--- config.mk ---
export PLATFORM = sky130hd
export DESIGN_NAME = signed_pow2_divider_pipe
export DESIGN_NICKNAME = d
export VERILOG_FILES = /design/src/rtl/div_pow2_pkg.sv /design/src/rtl/div_pow2_pipe_stage.sv /design/src/rtl/signed_pow2_divider_pipe.sv
export SDC_FILE = /design/constraint.sdc
export NUM_CORES = 1
export LEC_CHECK = 0
export CORE_MARGIN = 2
export CORE_UTILIZATION = 55
export DETAILED_ROUTE_END_ITERATION = 8
export PLACE_DENSITY = 0.86
export SYNTH_ARGS = -nofsm -noshare
export SYNTH_HDL_FRONTEND = slang
export SYNTH_SLANG_ARGS = --single-unit
export TNS_END_PERCENT = 1
--- constraint.sdc ---
create_clock -name clk -period 4.05 [get_ports clk]
set_input_delay 1.0125 -clock clk [delete_from_list [all_inputs] [get_ports clk]]
set_output_delay 1.0125 -clock clk [all_outputs]
set_load 0.05 [all_outputs]
--- src/rtl/div_pow2_pkg.sv ---
// Shared types and helpers for the signed power-of-two divider pipeline.
// Optional remainder output: DIV_POW2_REMAINDER_EN.
package div_pow2_pkg;

    typedef enum logic {
        DIV_FLOOR = 1'b0,
        DIV_TRUNC = 1'b1
    } div_mode_t;

    localparam int unsigned BIAS_W = 32;

    // Truncation toward zero adds 2**s - 1 to negative dividends before the shift.
    function automatic logic [BIAS_W-1:0] bias_for(
        input logic        a_neg,
        input int unsigned s,
        input div_mode_t   mode
    );
        if (mode == DIV_TRUNC && a_neg) begin
            return (32'd1 << s) - 32'd1;
        end
        return '0;
    endfunction

endpackage

--- src/rtl/div_pow2_pipe_stage.sv ---
// Generic valid/ready register slice; ready passes through combinationally.
// Used twice by the divider with different payload widths.
module div_pow2_pipe_stage #(
    parameter int W = 8
) (
    input  logic         clk,
    input  logic         rst,
    input  logic         in_valid,
    output logic         in_ready,
    input  logic [W-1:0] in_data,
    output logic         out_valid,
    input  logic         out_ready,
    output logic [W-1:0] out_data
);

    logic         valid_q;
    logic [W-1:0] data_q;

    assign in_ready  = !valid_q || out_ready;
    assign out_valid = valid_q;
    assign out_data  = data_q;

    always_ff @(posedge clk) begin
        if (rst) begin
            valid_q <= 1'b0;
            data_q  <= '0;
        end else if (in_ready) begin
            valid_q <= in_valid;
            if (in_valid) begin
                data_q <= in_data;
            end
        end
    end

endmodule

--- src/rtl/signed_pow2_divider_pipe.sv ---
// Two-stage pipelined signed divide by 2**shift, FLOOR or TRUNC rounding.
// Define DIV_POW2_REMAINDER_EN to add the out_rem port and its registers.
module signed_pow2_divider_pipe
    import div_pow2_pkg::*;
#(
    parameter  int N  = 8,
    localparam int SW = $clog2(N)
) (
    input  logic          clk,
    input  logic          rst,
    input  logic          in_valid,
    output logic          in_ready,
    input  logic [N-1:0]  in_data,
    input  logic [SW-1:0] in_shift,
    input  logic          in_mode,
    output logic          out_valid,
    input  logic          out_ready,
    output logic [N-1:0]  out_data
`ifdef DIV_POW2_REMAINDER_EN
    ,
    output logic [N-1:0]  out_rem
`endif
);

    localparam int P1 = 2 * N + SW + 1;
`ifdef DIV_POW2_REMAINDER_EN
    localparam int P2 = 2 * N;
`else
    localparam int P2 = N;
`endif

    logic [BIAS_W-1:0] bias_full;
    logic [N-1:0]      bias_in;
    logic [P1-1:0]     s1_in;
    logic [P1-1:0]     s1_out;
    logic              s1_valid;
    logic              s2_ready;

    assign bias_full = bias_for(in_data[N-1], int'(in_shift), div_mode_t'(in_mode));
    assign bias_in   = bias_full[N-1:0];
    assign s1_in     = {in_data, in_shift, in_mode, bias_in};

    div_pow2_pipe_stage #(.W(P1)) u_s1 (
        .clk       (clk),
        .rst       (rst),
        .in_valid  (in_valid),
        .in_ready  (in_ready),
        .in_data   (s1_in),
        .out_valid (s1_valid),
        .out_ready (s2_ready),
        .out_data  (s1_out)
    );

    logic [N-1:0]      s1_a;
    logic [SW-1:0]     s1_s;
    logic              s1_m;
    logic [N-1:0]      s1_bias;
    logic [N-1:0]      bias_eff;
    logic signed [N:0] sum;
    logic [N-1:0]      q_c;

    assign {s1_a, s1_s, s1_m, s1_bias} = s1_out;
    assign bias_eff = (div_mode_t'(s1_m) == DIV_TRUNC) ? s1_bias : '0;

    // One extra bit keeps a + bias from wrapping before the arithmetic shift.
    assign sum = $signed({s1_a[N-1], s1_a}) + $signed({1'b0, bias_eff});
    assign q_c = N'(sum >>> s1_s);

    logic [P2-1:0] s2_in;
    logic [P2-1:0] s2_out;

`ifdef DIV_POW2_REMAINDER_EN
    logic [N-1:0] rem_c;
    assign rem_c = s1_a - (q_c << s1_s);
    assign s2_in = {q_c, rem_c};
`else
    assign s2_in = q_c;
`endif

    div_pow2_pipe_stage #(.W(P2)) u_s2 (
        .clk       (clk),
        .rst       (rst),
        .in_valid  (s1_valid),
        .in_ready  (s2_ready),
        .in_data   (s2_in),
        .out_valid (out_valid),
        .out_ready (out_ready),
        .out_data  (s2_out)
    );

`ifdef DIV_POW2_REMAINDER_EN
    assign out_data = s2_out[P2-1:N];
    assign out_rem  = s2_out[N-1:0];
`else
    assign out_data = s2_out;
`endif

endmodule

==> flow_metrics.env <==
export IMPL_status="complete, no violations"
export IMPL_io_pin_count=26
export IMPL_place_inst=297
export IMPL_powerDensity_nw_per_um2=294
export IMPL_fin_crit_ns=3.46
export IMPL_dr_pass1_iters=4
export IMPL_antenna_found_initial=0
export IMPL_critical_path_peak_fanout=4
export IMPL_post_route_worst_setup_slack_ns=0.586
export IMPL_wire_length_of_the_first_global_routing_pass_mm=6.87
export IMPL_grt_use_met3_pct=6.67
export IMPL_n_antenna_cell=0
export IMPL_cts_made_buffers=5
export IMPL_drive_above_1_share_pct=6.56
export IMPL_syn_inst=239
export IMPL_arrival_ns=2.45
export IMPL_core_area_um2=3340
export IMPL_dr_first_iter_drc_count=105
export IMPL_power_leakage_nw=0.860
export IMPL_ys_seq_elements=30
export IMPL_grt_max_degree=30
export IMPL_gr_total_overflow=0
export IMPL_met2_usage_pct=36.2
export IMPL_drv_max_cap_violation_count=0
export IMPL_width_of_the_chip_um=62.8
export IMPL_routed_via_density=5.68
export IMPL_fin_hold_viols=0
export IMPL_crit_path_end_kind="output pin"
export IMPL_max_freq_ghz=0.289
export IMPL_final_setup_skew_ns=0.00704
export IMPL_cts_buffer_depth=2
export IMPL_post_route_cell_area_um2=2220
export IMPL_placement_rows=21
export IMPL_grt_usage_pct=22.0
export IMPL_startpoint_of_the_worst_setup_timing_path="out_ready"
export IMPL_postRouteAntennaNets=0
export IMPL_final_min_period_over_clock_period_pct=85.5
export IMPL_vias=1731
export IMPL_critPathRequiredTime_ns=3.04
export IMPL_synth_seq_area_share_pct=31.6
export IMPL_clock_tree_from_tritoncts="done"
export IMPL_finalNetCount=283
export IMPL_postSynth_asyncResetShare_pct=0
export IMPL_timing_worst_slew_pin_value_ns=0.619
export IMPL_floorplan_initialDensity_pct=57.0
export IMPL_rrSetupSlack_ns=1.32
export IMPL_detailedPlacementHpwl_mm=2.98
export IMPL_die_height_um=62.8
export IMPL_power_ir_vdd_worst_uv=222
export IMPL_post_cts_setup_buffers=0
export IMPL_buffer_ports_inserted=25
export IMPL_met1_usage_pct=27.5
export IMPL_fin_setup_tns_ns=0
export IMPL_rr_endpoint="u_s2.out_data[1]"
export IMPL_ys_warnings=0
export IMPL_synth_edf_count=0
export IMPL_htree_num_levels=2
export IMPL_holdBufCountCts=0
export IMPL_setup_viol_count_final=0
export IMPL_cts_sink_count=30
export IMPL_fillCellCount=290
export IMPL_min_path_type="reg -> reg"
export IMPL_postSynth_topFlopCell="dfxtp_1"
export IMPL_crit_type="in -> out"
export IMPL_clock_latency_of_the_later_clocked_register_in_the_worst_skew_pair_ns=0.34
export IMPL_route_detailed_drc=0
export IMPL_gp_congestion=0.917
export IMPL_rsz0062_at_grt="false"
export IMPL_post_dp_cell_area_um2=2160
export IMPL_routedWlPerCell_um=13.1
export IMPL_first_global_vias=1512
export IMPL_synth_area_um2=1900
export IMPL_top_usage_layer="met2"
export IMPL_clk_root_buffer_cell="clkbuf_4"
export IMPL_clk_pin_slew_ns=0.09
export IMPL_final_cell_count_no_fill=305
export IMPL_relative_slew_slack_pct=58.6
export IMPL_postSynthAreaPerCell_um2=7.95
export IMPL_syn_to_final_growth_pct=17.0
export IMPL_worst_r2r_path_depth=9
export IMPL_yosys_cell_types_count=53
export IMPL_floorplan_die_area_um2=3940
export IMPL_post_cts_resized_instances=0
export IMPL_timing_critical_path_to="in_ready"
export IMPL_timing_critical_path_from_type="primary input"
export IMPL_slew_violations=0
export IMPL_placement_setup_worst_slack_ns=0.586
export IMPL_reg_to_reg_critical_path_startpoint="u_s1.out_data[8]"
export IMPL_postSynthNetCount=264
export IMPL_postRouteWirelength_mm=4.00
synth_stat cells (all sizes together), types with 4 or more instances:
library cell,count,area share [%]
inv,5,0.99
clkbuf,11,2.2
a32oi,4,1.8
o21ai,6,1.6
nor2,22,4.5
ha,8,5.3
o31ai,4,1.6
a211oi,8,4.1
o211ai,4,1.8
nor3,5,1.3
nand2,42,8.3
nand2b,5,1.6
and2,11,3.6
a21oi,24,6.3
dfxtp,30,32
final cells by class:
class / instances / area, um2 / area share [%]
Tap cell: 46 / 57.6 / 2.59
Multi-Input combinational cell: 189 / 1220 / 54.9
Clock inverter: 2 / 12.5 / 0.563
Sequential cell: 30 / 601 / 27.0
Timing Repair Buffer: 26 / 258 / 11.6
Inverter: 6 / 22.5 / 1.01
Clock buffer: 6 / 51.3 / 2.31
per-layer routing:
layer | wire length [um] | vias to the layer above
met5 | 0 | -
met4 | 60 | 0
met3 | 134 | 7
met2 | 1880 | 32
met1 | 1930 | 789
li1 | - | 903
cell families (layout without fill, tap and decap cells):
kind of cell | count (synthesis) | count (layout) | synth area share [%]
muxes | 5 | 5 | 4.02
adders and majority gates | 9 | 9 | 6.32
xor gates and xnor gates | 5 | 5 | 2.30
AOI/OAI and AO/OA | 69 | 69 | 26.4
DFF | 30 | 30 | 31.6
and+or+nand+nor | 101 | 101 | 25.2
buffers and inverters | 20 | 40 | 4.15
worst max-delay path, stage by stage:
cell,delay [ns]
clkdlybuf4s50_1,0.46
nand3b_1,0.16
clkdlybuf4s50_1,0.82
cells in the final DEF, fill, tap and decap left out, types with 6 or more instances in the layout:
cell             Yosys  layout
and2_1              11      11
clkdlybuf4s50_1      0      25
ha_1                 8       8
a21oi_1             24      24
a211oi_1             6       6
nand2_1             42      42
nor2_1              21      21
dfxtp_1             30      30
power breakdown:
part	internal [mW]	switching [mW]	total, mW
Clock	0.0833	0.111	0.195
Combinational	0.0564	0.0774	0.134
Sequential	0.309	0.0149	0.324
Total	0.449	0.204	0.653
worst min path at each step:
stage / cells past startpoint / startpoint / endpoint / slack (ns)
after floorplan: 2 / u_s1.out_data[3] / u_s1.out_data[3] / 0.43
after global placement: 2 / u_s2.out_data[3] / u_s2.out_data[3] / 0.44
after detailed placement: 2 / u_s2.out_data[3] / u_s2.out_data[3] / 0.44
after CTS: 2 / u_s2.out_data[3] / u_s2.out_data[3] / 0.47
after global routing: 2 / u_s1.out_data[3] / u_s1.out_data[3] / 0.49
final: 2 / u_s2.out_data[3] / u_s2.out_data[3] / 0.46
registers in the layout (all words and copies together), names as in the netlist:
signal          cells
u_s1.out_data      20
u_s2.out_data       8
u_s1.out_valid      1
u_s2.out_valid      1
metrics by stage:
stage / utilization [%] / hold WS (ns) / power, mW
final: 66.6 / 0.461 / 0.653
after CTS: 66.6 / 0.466 / 0.656
after detailed placement: 64.7 / 0.445 / 0.464
after global placement: 64.7 / 0.440 / 0.462
after floorplan: - / 0.432 / 0.421
after global routing: 66.6 / 0.488 / 0.687
No activity file was read; power rests on OpenSTA's default activity.
==> RTL edit 1, RTL diff (same flow settings) <==
Add a define of `DIV_POW2_REMAINDER_EN`.
--- a/src/rtl/signed_pow2_divider_pipe.sv
+++ b/src/rtl/signed_pow2_divider_pipe.sv
@@ -1,5 +1,7 @@
 // Two-stage pipelined signed divide by 2**shift, FLOOR or TRUNC rounding.
 // Define DIV_POW2_REMAINDER_EN to add the out_rem port and its registers.
+`define DIV_POW2_REMAINDER_EN
+
 module signed_pow2_divider_pipe
     import div_pow2_pkg::*;
 #(
Behaviour (old outputs only; new: out_rem): unchanged (equiv_simple and equiv_induct, registers matched by name and starting in step).
==> RTL edit 1 against the original RTL <==
Setup slack got worse by 0.079 ns. Non-clock buffer count increased by 10. Core utilization decreased by 3.0 points. Total power increased by 42%. Combinational power increased by 81%. Synthesized area increased by 37%. Wire length increased by 55%. Fmax decreased by 2.2%. Sequential share of layout area decreased by 1.4 points. Sequential cell count increased by 8. Final area increased by 33%. Largest power group unchanged.
==> RTL edit 1: results (changes against the original RTL) <==
outcome:
  status: "complete, no violations"
cells_and_area:
  register_area_um2: 761  # +27%
  fin_nets: 377  # +33%
  clockNetworkAreaShare: 0.0291  # +0.000414
  nMultiInputCombCells: 254  # +34%
  drive_above_1_share: 0.0725  # +0.00683
  layout.sequential_cells: 38  # +27%
  num-nonclk-inverters: 9  # +3
  n_all_buffers: 36  # +38%
  buffer_area_frac: 0.119  # +0.00306
detailed_routing:
  met2WireLength_mm: 2.93  # +56%
  drt_iter0_markers: 247  # +140%
sta:
  max_slew.worst_pin.slew_ns: 0.663  # +0.0446 ns
  finalClockSkew_ns: 0.00376  # -0.00329 ns
pwr:
  seq_power_mw: 0.416  # +28%
  irDropWorstVdd_mv: 0.240  # +8.5%
  powerComb_mw: 0.243  # +81%
  leakage_nw: 1.15  # +34%
logic_synthesis:
  synth.area.top_cells: "dfxtp_1 (29%), ha_1 (7.2%), nand2_1 (6.9%)"
  avgSynthCellArea_um2: 8.13  # +2.3%
  synth_commonest_cells: "nand2_1 (48), dfxtp_1 (38), a21oi_1 (32)"
  synth.distinct_cells: 59  # +11%
place:
  dp_hpwl_mm: 4.56  # +53%
  placed_cells: 391  # +32%
  place_area_um2: 2880  # +33%
  place.gp.congestion: 0.877  # -4.3%
global_route:
  grt_usage: 0.254  # +0.0348
  gr-usage-met3: 0.0622  # -0.00451
  grt_pass1_vias: 2286  # +51%
  grt_pass1_wl_mm: 10.6  # +54%
setup_path:
  path_max_fanout: 5  # +1
  reg2regPathDepth: 12  # +3
  cp_data_arrival_time_ns: 2.53  # +0.08 ns
RTL edit 1: cell types whose count changed after synthesis, moves of 4 or more:
cell and delta:
nand3_1 +11, nand2_1 +6, a31oi_1 +5, nand2b_1 -5, nor3_1 +7, o21ai_0 +9, dfxtp_1 +8, nand4_1 +4
clkbuf_8 +6, ha_1 +7, a21oi_1 +8
RTL edit 1: worst paths after layout:
check | start | end | slack [ns]
max | out_ready | in_ready | 0.51
min | u_s2.out_data[4]$_SDFFE_PP0P_ | u_s2.out_data[4]$_SDFFE_PP0P_ | 0.45
min reg2reg | u_s2.out_data[4]$_SDFFE_PP0P_ | u_s2.out_data[4]$_SDFFE_PP0P_ | 0.45
max reg2reg | u_s1.out_data[8]$_SDFFE_PP0P_ | u_s2.out_data[6]$_SDFFE_PP0P_ | 0.68
RTL edit 1: cell families (layout without fill, tap and decap cells):
| logic type | after synthesis | in the layout | share of synthesized area |
|---|---|---|---|
| adder cells (fa/ha/maj) | 17 | 17 | 0.0872 |
| AND/OR/NAND/NOR | 133 | 133 | 0.253 |
| AO/OA/AOI/OAI | 93 | 93 | 0.243 |
| flip-flops | 38 | 38 | 0.291 |
| multiplexers | 4 | 4 | 0.0249 |
| XOR/XNOR | 7 | 7 | 0.0288 |
| buffers and inverters | 29 | 53 | 0.0714 |
RTL edit 1: stage by stage:
step	power [mW]	utilization	hold slack (ns)	setup slack (ns)
floorplan	0.599	-	0.432	0.968
global placement	0.657	0.618	0.441	0.569
detailed placement	0.663	0.618	0.444	0.494
CTS	0.925	0.636	0.455	0.490
global route	0.974	0.636	0.476	0.441
finish	0.925	0.636	0.452	0.507
RTL edit 1: critical path, stage by stage:
cell and delay [ns]:
clkdlybuf4s50_1 0.41, nor2b_1 0.25, nand2_1 0.14, clkdlybuf4s50_1 0.72
==> RTL edit 2, RTL diff (same settings) <==
Made on the original files. Add an input register stage for `in_mode`; this delays it by one clock. The other inputs are not delayed to match.
--- a/src/rtl/signed_pow2_divider_pipe.sv
+++ b/src/rtl/signed_pow2_divider_pipe.sv
@@ -23,6 +23,12 @@
 );
 
     localparam int P1 = 2 * N + SW + 1;
+
+    logic in_mode_q;
+
+    always_ff @(posedge clk) begin
+        in_mode_q <= in_mode;
+    end
 `ifdef DIV_POW2_REMAINDER_EN
     localparam int P2 = 2 * N;
 `else
@@ -36,9 +42,9 @@
     logic              s1_valid;
     logic              s2_ready;
 
-    assign bias_full = bias_for(in_data[N-1], int'(in_shift), div_mode_t'(in_mode));
+    assign bias_full = bias_for(in_data[N-1], int'(in_shift), div_mode_t'(in_mode_q));
     assign bias_in   = bias_full[N-1:0];
-    assign s1_in     = {in_data, in_shift, in_mode, bias_in};
+    assign s1_in     = {in_data, in_shift, in_mode_q, bias_in};
 
     div_pow2_pipe_stage #(.W(P1)) u_s1 (
         .clk       (clk),
Behaviour: not the same (Yosys sat finds a counterexample within 4 cycles, from zero or initial values and one cycle with rst high).
==> RTL edit 2 against the original RTL <==
Total power is 4.2% higher. Setup slack worse by 0.0074 ns. Wire length is 1.3% lower. Sequential cell count is 1 higher. Synthesized area up 1.1%. Non-clock buffer count stayed put. Clock power is 9% higher. Final area up 1.3%. Critical path type unchanged.
==> RTL edit 2: results (changes against the original RTL) <==
hold_path:
  min_path_type: "reg -> reg"
  min_path_cells: 2  # unchanged
  worstHoldStart: "u_s1.out_data[3]$_SDFFE_PP0P_"
  holdPathEnd: "u_s1.out_data[3]$_SDFFE_PP0P_"
detailed_routing:
  drt_iter0_markers: 75  # -29%
  wl_mm: 3.95  # -1.3%
  antenna_left: 0  # unchanged
  vias: 1783  # +3.0%
  drt_pre_antenna_iters: 4  # unchanged
cells_and_area:
  largest_register_ffs: 20  # unchanged
  drive_above_1_share: 0.0654  # -0.000252
  fin_nets: 284  # +0.35%
  antenna_cells: 0  # unchanged
global_route:
  grt_pass1_vias: 1583  # +4.7%
  grt_pass1_wl_mm: 6.82  # -0.70%
  grt_usage: 0.216  # -0.00324
  grt_max_degree: 30  # unchanged
  antenna_found_initial: 0  # unchanged
setup_path:
  cp-startpoint: "out_ready"
  reg2regPathDepth: 9  # unchanged
  cp-endpoint: "in_ready"
  cp_data_arrival_time_ns: 2.46
  crit_path_top_delay_cell: "clkdlybuf4s50_1"
  path_max_fanout: 4  # unchanged
  reg2reg_slack_ns: 1.35  # +0.03 ns
  r2r_end: "u_s2.out_data[1]$_SDFFE_PP0P_"
outcome:
  status: "complete, no violations"
place:
  place.gp.congestion: 0.926  # +1.1%
  port_buffers: 25  # unchanged
  pre_cts_ws_ns: 0.580  # -0.00535 ns
  dp_hpwl_mm: 3.02  # +1.4%
logic_synthesis:
  synthFlopType: "dfxtp_1"
  yosysWarningCount: 0  # unchanged
  synth_nets: 265  # +0.38%
  synth_commonest_cells: "nand2_1 (42), dfxtp_1 (31), a21oi_1 (24)"
  synth.distinct_cells: 53  # unchanged
  synth.area.top_cells: "dfxtp_1 (32%), nand2_1 (8.2%), a21oi_1 (6.3%)"
  async_reset_ff_frac: 0  # unchanged
  yosysSeqAreaShare: 0.323  # +0.00713
clock_tree:
  postCtsSetupRepairBufs: 0  # unchanged
  cts_buffers: 5  # unchanged
  post_cts_resized: 0  # unchanged
  clk_latency_ns: 0.34  # about the same
  path_clk_slew_ns: 0.10
  htreeDepth: 2  # unchanged
  clk_path_buf_depth: 2  # unchanged
  cts_root_buf: "clkbuf_4"
pwr:
  leakage_nw: 0.871  # +1.4%
  irDropWorstVdd_mv: 0.171  # -23%
sta:
  max_slew.worst_pin.slew_ns: 0.629  # +0.00988 ns
  finalClockSkew_ns: 0.00679  # -0.000254 ns
  fin_crit_ns: 3.47  # +0.00740 ns
RTL edit 2: area by class of cell:
type / instances / area (µm²)
inverter: 6 / 22.5
clock inverter: 1 / 7.51
fill: 294 / 1080
sequential: 31 / 621
multi-input combinational: 189 / 1220
tap: 46 / 57.6
clock buffer: 7 / 65.1
timing repair buffer: 26 / 258
RTL edit 2: metrics by stage:
step / total power [mW] / cells / cell area (µm²) / hold WS, ns / util
CTS: 0.688 / 306 / 2250 / 0.466 / 0.675
detailed placement: 0.475 / 298 / 2180 / 0.451 / 0.653
finish: 0.681 / 306 / 2250 / 0.462 / 0.675
floorplan: 0.432 / 240 / 1920 / 0.432 / -
global placement: 0.472 / 298 / 2180 / 0.438 / 0.653
global route: 0.716 / 306 / 2250 / 0.483 / 0.675
RTL edit 2: cells by family after synthesis:
kind of cell / synth area share
XOR/XNOR: 0.0228
AND/OR/NAND/NOR: 0.250
multiplexers: 0.0397
flip-flops: 0.323
AO/OA/AOI/OAI: 0.261
adder cells (fa/ha/maj): 0.0625
buffers and inverters: 0.0410
RTL edit 2: where the power goes:
group / internal [mW] / switching, mW
combinational: 0.0563 / 0.0767
sequential: 0.320 / 0.0152
clock: 0.101 / 0.111
RTL edit 2: worst register-to-register path, cell delays in order, from the launching register on:
cell and delay [ns]:
dfxtp_1 0.40, and2_1 0.18, ha_1 0.22, fa_1 0.44, a211oi_4 0.32, nor2_2 0.11
xor2_1 0.17, mux4_2 0.49, a32oi_1 0.19, o21ai_1 0.08
RTL edit 2: metal layers:
| metal | vias up | wire, µm | global-route usage |
|---|---|---|---|
| li1 | 905 | - | - |
| met1 | 824 | 1750 | 0.269 |
| met2 | 50 | 1950 | 0.367 |
| met3 | 4 | 200 | 0.0500 |
| met4 | 0 | 46 | 0.0750 |
| met5 | - | 0 | 0 |
